[src/rtl/memory_stage_if.sv]
// Data-memory request/response bus between the MEM stage (master) and the data memory (slave).
interface memory_stage_if #(
  parameter int DATA_W = 16
);
  logic              mem_req;
  logic              mem_wr;
  logic [DATA_W-1:0] mem_addr;
  logic [DATA_W-1:0] mem_wdata;
  logic [DATA_W-1:0] mem_rdata;
  logic              mem_done;

  modport master (output mem_req, mem_wr, mem_addr, mem_wdata, input mem_rdata, mem_done);
  modport slave  (input mem_req, mem_wr, mem_addr, mem_wdata, output mem_rdata, mem_done);
endinterface

[src/rtl/memory_stage.sv]
// MEM pipeline stage: drives a variable-latency data memory, stalls upstream while waiting,
// registers the MEM/WB latch. Optional MEM_ALIGN_CHECK_EN rejects odd addresses with err.
module memory_stage #(
  parameter int DATA_W   = 16,
  parameter int MAX_WAIT = 7
) (
  input  logic              clk,
  input  logic              rst,
  input  logic              EXMEM_valid,
  input  logic              EXMEM_MemRead,
  input  logic              EXMEM_MemWrite,
  input  logic              EXMEM_RegWriteEN,
  input  logic [2:0]        EXMEM_DstRegNum,
  input  logic [DATA_W-1:0] EXMEM_DATA,
  input  logic [DATA_W-1:0] EXMEM_StoreData,
  memory_stage_if.master    mem,
  output logic              mem_stall,
  output logic              MEMWB_valid,
  output logic              MEMWB_RegWriteEN,
  output logic [2:0]        MEMWB_DstRegNum,
  output logic [DATA_W-1:0] WB_DATA,
  output logic              err
);

  typedef enum logic {IDLE, BUSY} state_t;

  localparam logic [3:0] MAX_CNT = 4'(MAX_WAIT);

  state_t     state, state_nxt;
  logic [3:0] cnt, cnt_nxt;
  logic       acc, misalign, timeout, abort, is_load;

  always_ff @(posedge clk) begin
    if (rst) begin
      state <= IDLE;
      cnt   <= '0;
    end else begin
      state <= state_nxt;
      cnt   <= cnt_nxt;
    end
  end

  always_comb begin
    // Gated by rst so the bus is quiet for the whole reset, not only after the edge.
    acc = ~rst & EXMEM_valid & (EXMEM_MemRead | EXMEM_MemWrite);
`ifdef MEM_ALIGN_CHECK_EN
    misalign = acc & EXMEM_DATA[0];
`else
    misalign = 1'b0;
`endif
    timeout = (state == BUSY) & acc & ~mem.mem_done & (cnt == MAX_CNT);
    abort   = misalign | timeout;
    is_load = EXMEM_MemRead & ~EXMEM_MemWrite;

    mem.mem_req   = acc & ~abort;
    mem.mem_wr    = EXMEM_MemWrite;
    mem.mem_addr  = EXMEM_DATA;
    mem.mem_wdata = EXMEM_StoreData;
    mem_stall     = acc & ~mem.mem_done & ~abort;

    state_nxt = state;
    cnt_nxt   = cnt;
    case (state)
      IDLE: begin
        if (mem_stall) begin
          state_nxt = BUSY;
          cnt_nxt   = 4'd1;
        end
      end
      BUSY: begin
        if (mem_stall) begin
          cnt_nxt = cnt + 4'd1;
        end else begin
          state_nxt = IDLE;
          cnt_nxt   = '0;
        end
      end
      default: begin
        state_nxt = IDLE;
        cnt_nxt   = '0;
      end
    endcase
  end

  always_ff @(posedge clk) begin
    if (rst) begin
      MEMWB_valid      <= 1'b0;
      MEMWB_RegWriteEN <= 1'b0;
      MEMWB_DstRegNum  <= '0;
      WB_DATA          <= '0;
      err              <= 1'b0;
    end else begin
      if (abort) begin
        err <= 1'b1;
      end
      // Stalled or aborted cycles retire a bubble; dst/data hold their last values.
      if (mem_stall || abort) begin
        MEMWB_valid      <= 1'b0;
        MEMWB_RegWriteEN <= 1'b0;
      end else begin
        MEMWB_valid      <= EXMEM_valid;
        MEMWB_RegWriteEN <= EXMEM_valid & EXMEM_RegWriteEN;
        MEMWB_DstRegNum  <= EXMEM_DstRegNum;
        WB_DATA          <= is_load ? mem.mem_rdata : EXMEM_DATA;
      end
    end
  end

endmodule

[src/flat_wrapper.sv]
// flat-port wrapper written by rule: the top's interface ports become plain ports
module memory_stage_flat 
#(
  parameter int DATA_W   = 16,
  parameter int MAX_WAIT = 7
)
  (clk, rst, EXMEM_valid, EXMEM_MemRead, EXMEM_MemWrite, EXMEM_RegWriteEN, EXMEM_DstRegNum, EXMEM_DATA, EXMEM_StoreData, mem_stall, MEMWB_valid, MEMWB_RegWriteEN, MEMWB_DstRegNum, WB_DATA, err, mem_mem_req, mem_mem_wr, mem_mem_addr, mem_mem_wdata, mem_mem_rdata, mem_mem_done);
  memory_stage_if #(.DATA_W(DATA_W)) mem_i ();
  input  logic clk;
  input  logic rst;
  input  logic EXMEM_valid;
  input  logic EXMEM_MemRead;
  input  logic EXMEM_MemWrite;
  input  logic EXMEM_RegWriteEN;
  input  logic [2:0] EXMEM_DstRegNum;
  input  logic [DATA_W-1:0] EXMEM_DATA;
  input  logic [DATA_W-1:0] EXMEM_StoreData;
  output logic mem_stall;
  output logic MEMWB_valid;
  output logic MEMWB_RegWriteEN;
  output logic [2:0] MEMWB_DstRegNum;
  output logic [DATA_W-1:0] WB_DATA;
  output logic err;
  output wire logic [$bits(mem_i.mem_req)-1:0] mem_mem_req;
  output wire logic [$bits(mem_i.mem_wr)-1:0] mem_mem_wr;
  output wire logic [$bits(mem_i.mem_addr)-1:0] mem_mem_addr;
  output wire logic [$bits(mem_i.mem_wdata)-1:0] mem_mem_wdata;
  input wire logic [$bits(mem_i.mem_rdata)-1:0] mem_mem_rdata;
  input wire logic [$bits(mem_i.mem_done)-1:0] mem_mem_done;
  assign mem_mem_req = mem_i.mem_req;
  assign mem_mem_wr = mem_i.mem_wr;
  assign mem_mem_addr = mem_i.mem_addr;
  assign mem_mem_wdata = mem_i.mem_wdata;
  assign mem_i.mem_rdata = mem_mem_rdata;
  assign mem_i.mem_done = mem_mem_done;
  memory_stage #(.DATA_W(DATA_W), .MAX_WAIT(MAX_WAIT)) u_core (.clk(clk), .rst(rst), .EXMEM_valid(EXMEM_valid), .EXMEM_MemRead(EXMEM_MemRead), .EXMEM_MemWrite(EXMEM_MemWrite), .EXMEM_RegWriteEN(EXMEM_RegWriteEN), .EXMEM_DstRegNum(EXMEM_DstRegNum), .EXMEM_DATA(EXMEM_DATA), .EXMEM_StoreData(EXMEM_StoreData), .mem(mem_i), .mem_stall(mem_stall), .MEMWB_valid(MEMWB_valid), .MEMWB_RegWriteEN(MEMWB_RegWriteEN), .MEMWB_DstRegNum(MEMWB_DstRegNum), .WB_DATA(WB_DATA), .err(err));
endmodule
[config.mk]
export PLATFORM = sky130hd
export DESIGN_NAME = memory_stage_flat
export DESIGN_NICKNAME = d
export VERILOG_FILES = /design/src/rtl/memory_stage_if.sv /design/src/rtl/memory_stage.sv /design/src/flat_wrapper.sv
export SDC_FILE = /design/constraint.sdc
export NUM_CORES = 1
export LEC_CHECK = 0
export BUFFER_PORTS_ARGS = -buffer_cell sky130_fd_sc_hd__buf_4
export CAP_MARGIN = 20
export CORE_AREA = 4 4 72 100
export DETAILED_ROUTE_END_ITERATION = 16
export DIE_AREA = 0 0 76 104
export PLACE_DENSITY_LB_ADDON = 0.3
export SYNTH_ARGS = -nofsm -noshare
export SYNTH_HDL_FRONTEND = slang
export SYNTH_SLANG_ARGS = --single-unit
[constraint.sdc]
create_clock -name clk -period 3.2 [get_ports clk]
set_clock_uncertainty 0.1 [all_clocks]
set_input_delay 0.64 -clock clk [delete_from_list [all_inputs] [get_ports clk]]
set_output_delay 0.64 -clock clk [all_outputs]
set_load 0.01 [all_outputs]
==> summary.md <==
| Metric | Value |
|---|---|
| DR WL/cell | 12.5 um |
| # IOs | 115 |
| Worst vdd ir | 0.000137 V |
| Power density over the cells | 371 nW/um^2 |
| Total Negative Setup Slacks | 0 ns |
| Initial antenna violation count | 0 |
| Clock sinks | 27 |
| Post-DR vias/cell | 4.34 |
| GRT overflow | 0 |
| RD Place Congestion | 0.647 |
| Detailed Route Iter0 Violations | 20 |
| Lkg Pwr | 0.000969 uW |
| Most common cell after layout, fill and taps aside | buf_4 |
| Post-CTS Setup Inserts | 0 |
| Status | completed |
| Reg-to-Reg Start | u_core.cnt[0]$_SDFFE_PP0P_ |
| CP max FO | 25 |
| Critical R2R Capture | u_core.cnt[0]$_SDFFE_PP0P_ |
| Layout cell share with drive strength beyond 1 | 0.505 |
| FMAX | 409 MHz |
| Vias in the first global route | 1240 |
| Resize count post-CTS | 0 |
| CTS Buf Count | 3 |
| Post-detail-place hpwl | 2650 um |
| First-pass GRT wire length | 5770 um |
| Max-cap check violation count | 0 |
| Count of final max-slew check failures | 0 |
| Final setup viols | 0 |
| Diode count | 0 |
| All-Layer GR Usage | 0.0870 |
| Largest net degree at the start of global routing | 37 |
| Synth area leader | dfxtp_1 |
| Die area | 7900 um^2 |
| Share of the synthesized area in the top cell type | 0.354 |
| CTS root buf | clkbuf_8 |
| Detailed Route WL | 3510 um |
| Syn_nets | 222 |
| Tmin final | 2.45 ns |
| Die width | 76 um |
| Drt first pass iters | 2 |
| Worst-path clk slew | 0.09 ns |
| Worst r2r path cells | 5 |
| Slew margin rel. | 0.701 |
| Die H | 104 um |
| Latest clock arrival within the worst-skew pair | 0.26 ns |
| Critical path class | input port to primary output |
| FP Rows | 34 |
| Port Buffer Count | 82 |
| Drt drc | 0 |
| H-tree levels | 1 |
| CORE AREA | 6250 um^2 |
| Post-Syn Area | 1530 um^2 |
| CTS max path bufs | 2 |
| RSZ-0062 raised after global routing | false |
| Initial Utilization | 0.244 |
| Syn Area/Cell | 9.36 um^2 |
| Yosys Warn Count | 0 |
| Post-Synthesis Cells | 163 |
| Hold path depth | 2 |
| Post-route ant nets | 0 |
| Crit path DAT | 1.71 ns |
| Flop and latch count out of synthesis | 27 |
| Final core occ | 0.315 |
| Nets | 268 |
| Area growth, synth to finish | 29.0% |
| WP data required | 2.46 ns |
| Hold path endpoint | u_core.MEMWB_DstRegNum[1]$_SDFFE_PP0N_ |
| CTS tree | yes |
| Endpoint class of the critical path | primary output |
| Tightest Pin Transition | 0.449 ns |
| Startpoint Class | input port |
| HP Start | u_core.MEMWB_DstRegNum[1]$_SDFFE_PP0N_ |
| Commonest cells after routing, fill and taps aside | buf_4 (85), dfxtp_1 (27), nor2_1 (22) |
| Via count | 1214 |
| Top cells by area, synth | dfxtp_1 (35%), buf_4 (17%), a211oi_2 (13%) |
| Hold Violations, Final | 0 |
| Sequential fraction of the synthesis area | 0.354 |
| Post-CTS Hold Buffers | 0 |
| Synth cell types | 22 |
| Hold Crit Class | flop to flop |
| FF-to-FF setup slack | 1.85 ns |
| Crit share post-route | 0.765 |
==> cell families after synthesis <==
kind of cell | share of synthesized area
multiplexers | 0.112
adder cells (fa/ha/maj) | 0.00820
buffers and inverters | 0.223
AND/OR/NAND/NOR | 0.128
flip-flops | 0.354
AO/OA/AOI/OAI | 0.175
==> how the worst max path moves through the flow <==
| stage | startpoint | slack (ns) | end | cells after the start |
|---|---|---|---|---|
| 2_1_floorplan | rst | 0.85 | mem_stall | 5 |
| 3_3_place_gp | rst | 0.73 | mem_stall | 4 |
| 3_5_place_dp | rst | 0.74 | mem_stall | 4 |
| 4_1_cts | rst | 0.73 | mem_stall | 4 |
| 5_1_grt | rst | 0.71 | mem_stall | 4 |
| 6_report | rst | 0.75 | mem_stall | 4 |
==> per-layer routing <==
layer,GRT usage,vias up,share of wire
met5,0,-,0
met4,0.0344,0,0.0014
met3,0.0381,2,0.10
met2,0.150,49,0.49
met1,0.0912,553,0.41
li1,-,610,-
==> flip-flops by register name, summed over array words and instances, names as in the netlist <==
name,flops
u_core.MEMWB_DstRegNum,3
u_core.MEMWB_RegWriteEN,1
u_core.MEMWB_valid,1
u_core.WB_DATA,16
u_core.cnt,4
u_core.err,1
u_core.state,1
==> stage by stage <==
stage,cell area [um^2],hold WS (ns),setup WS [ns],instances,power [uW]
finish,1970,0.357,0.753,280,729
global route,1970,0.392,0.708,280,780
CTS,1970,0.360,0.731,280,753
detailed placement,1920,0.346,0.738,276,553
global placement,1920,0.338,0.733,276,551
floorplan,1530,0.335,0.848,163,491
==> critical path, stage by stage <==
cell and delay [ns]:
buf_4 0.22, or3_2 0.52, a21oi_1 0.16, buf_4 0.15
==> final cells by class <==
cell class	count	area, um^2
repair buffers	85	638
well taps	72	90.1
inverters	2	7.51
clock buffers	4	45.0
fillers	650	4290
multi-input cells	90	646
flip-flops and latches	27	541
==> power by group <==
group | total [uW] | leakage (uW) | switching (uW) | internal (uW)
clock | 189 | 0.0000228 | 99.6 | 89.0
combinational | 173 | 0.000723 | 74.8 | 98.2
sequential | 367 | 0.000223 | 10.9 | 356
total | 729 | 0.000969 | 185 | 544
==> cells in the mapped netlist <==
master / count
nand4b_1: 1
buf_2: 2
buf_4: 34
a31oi_1: 3
and3b_1: 1
mux2i_1: 17
dfxtp_1: 27
nand3_1: 3
clkbuf_1: 3
a21oi_1: 5
o21a_1: 1
a211oi_2: 16
and2_1: 1
nand2b_1: 3
nand2_1: 9
o21ai_0: 3
nor2_1: 22
or3_1: 1
ha_1: 1
nor3_1: 3
inv_1: 2
buf_6: 5
(Power assumes the default switching activity.)
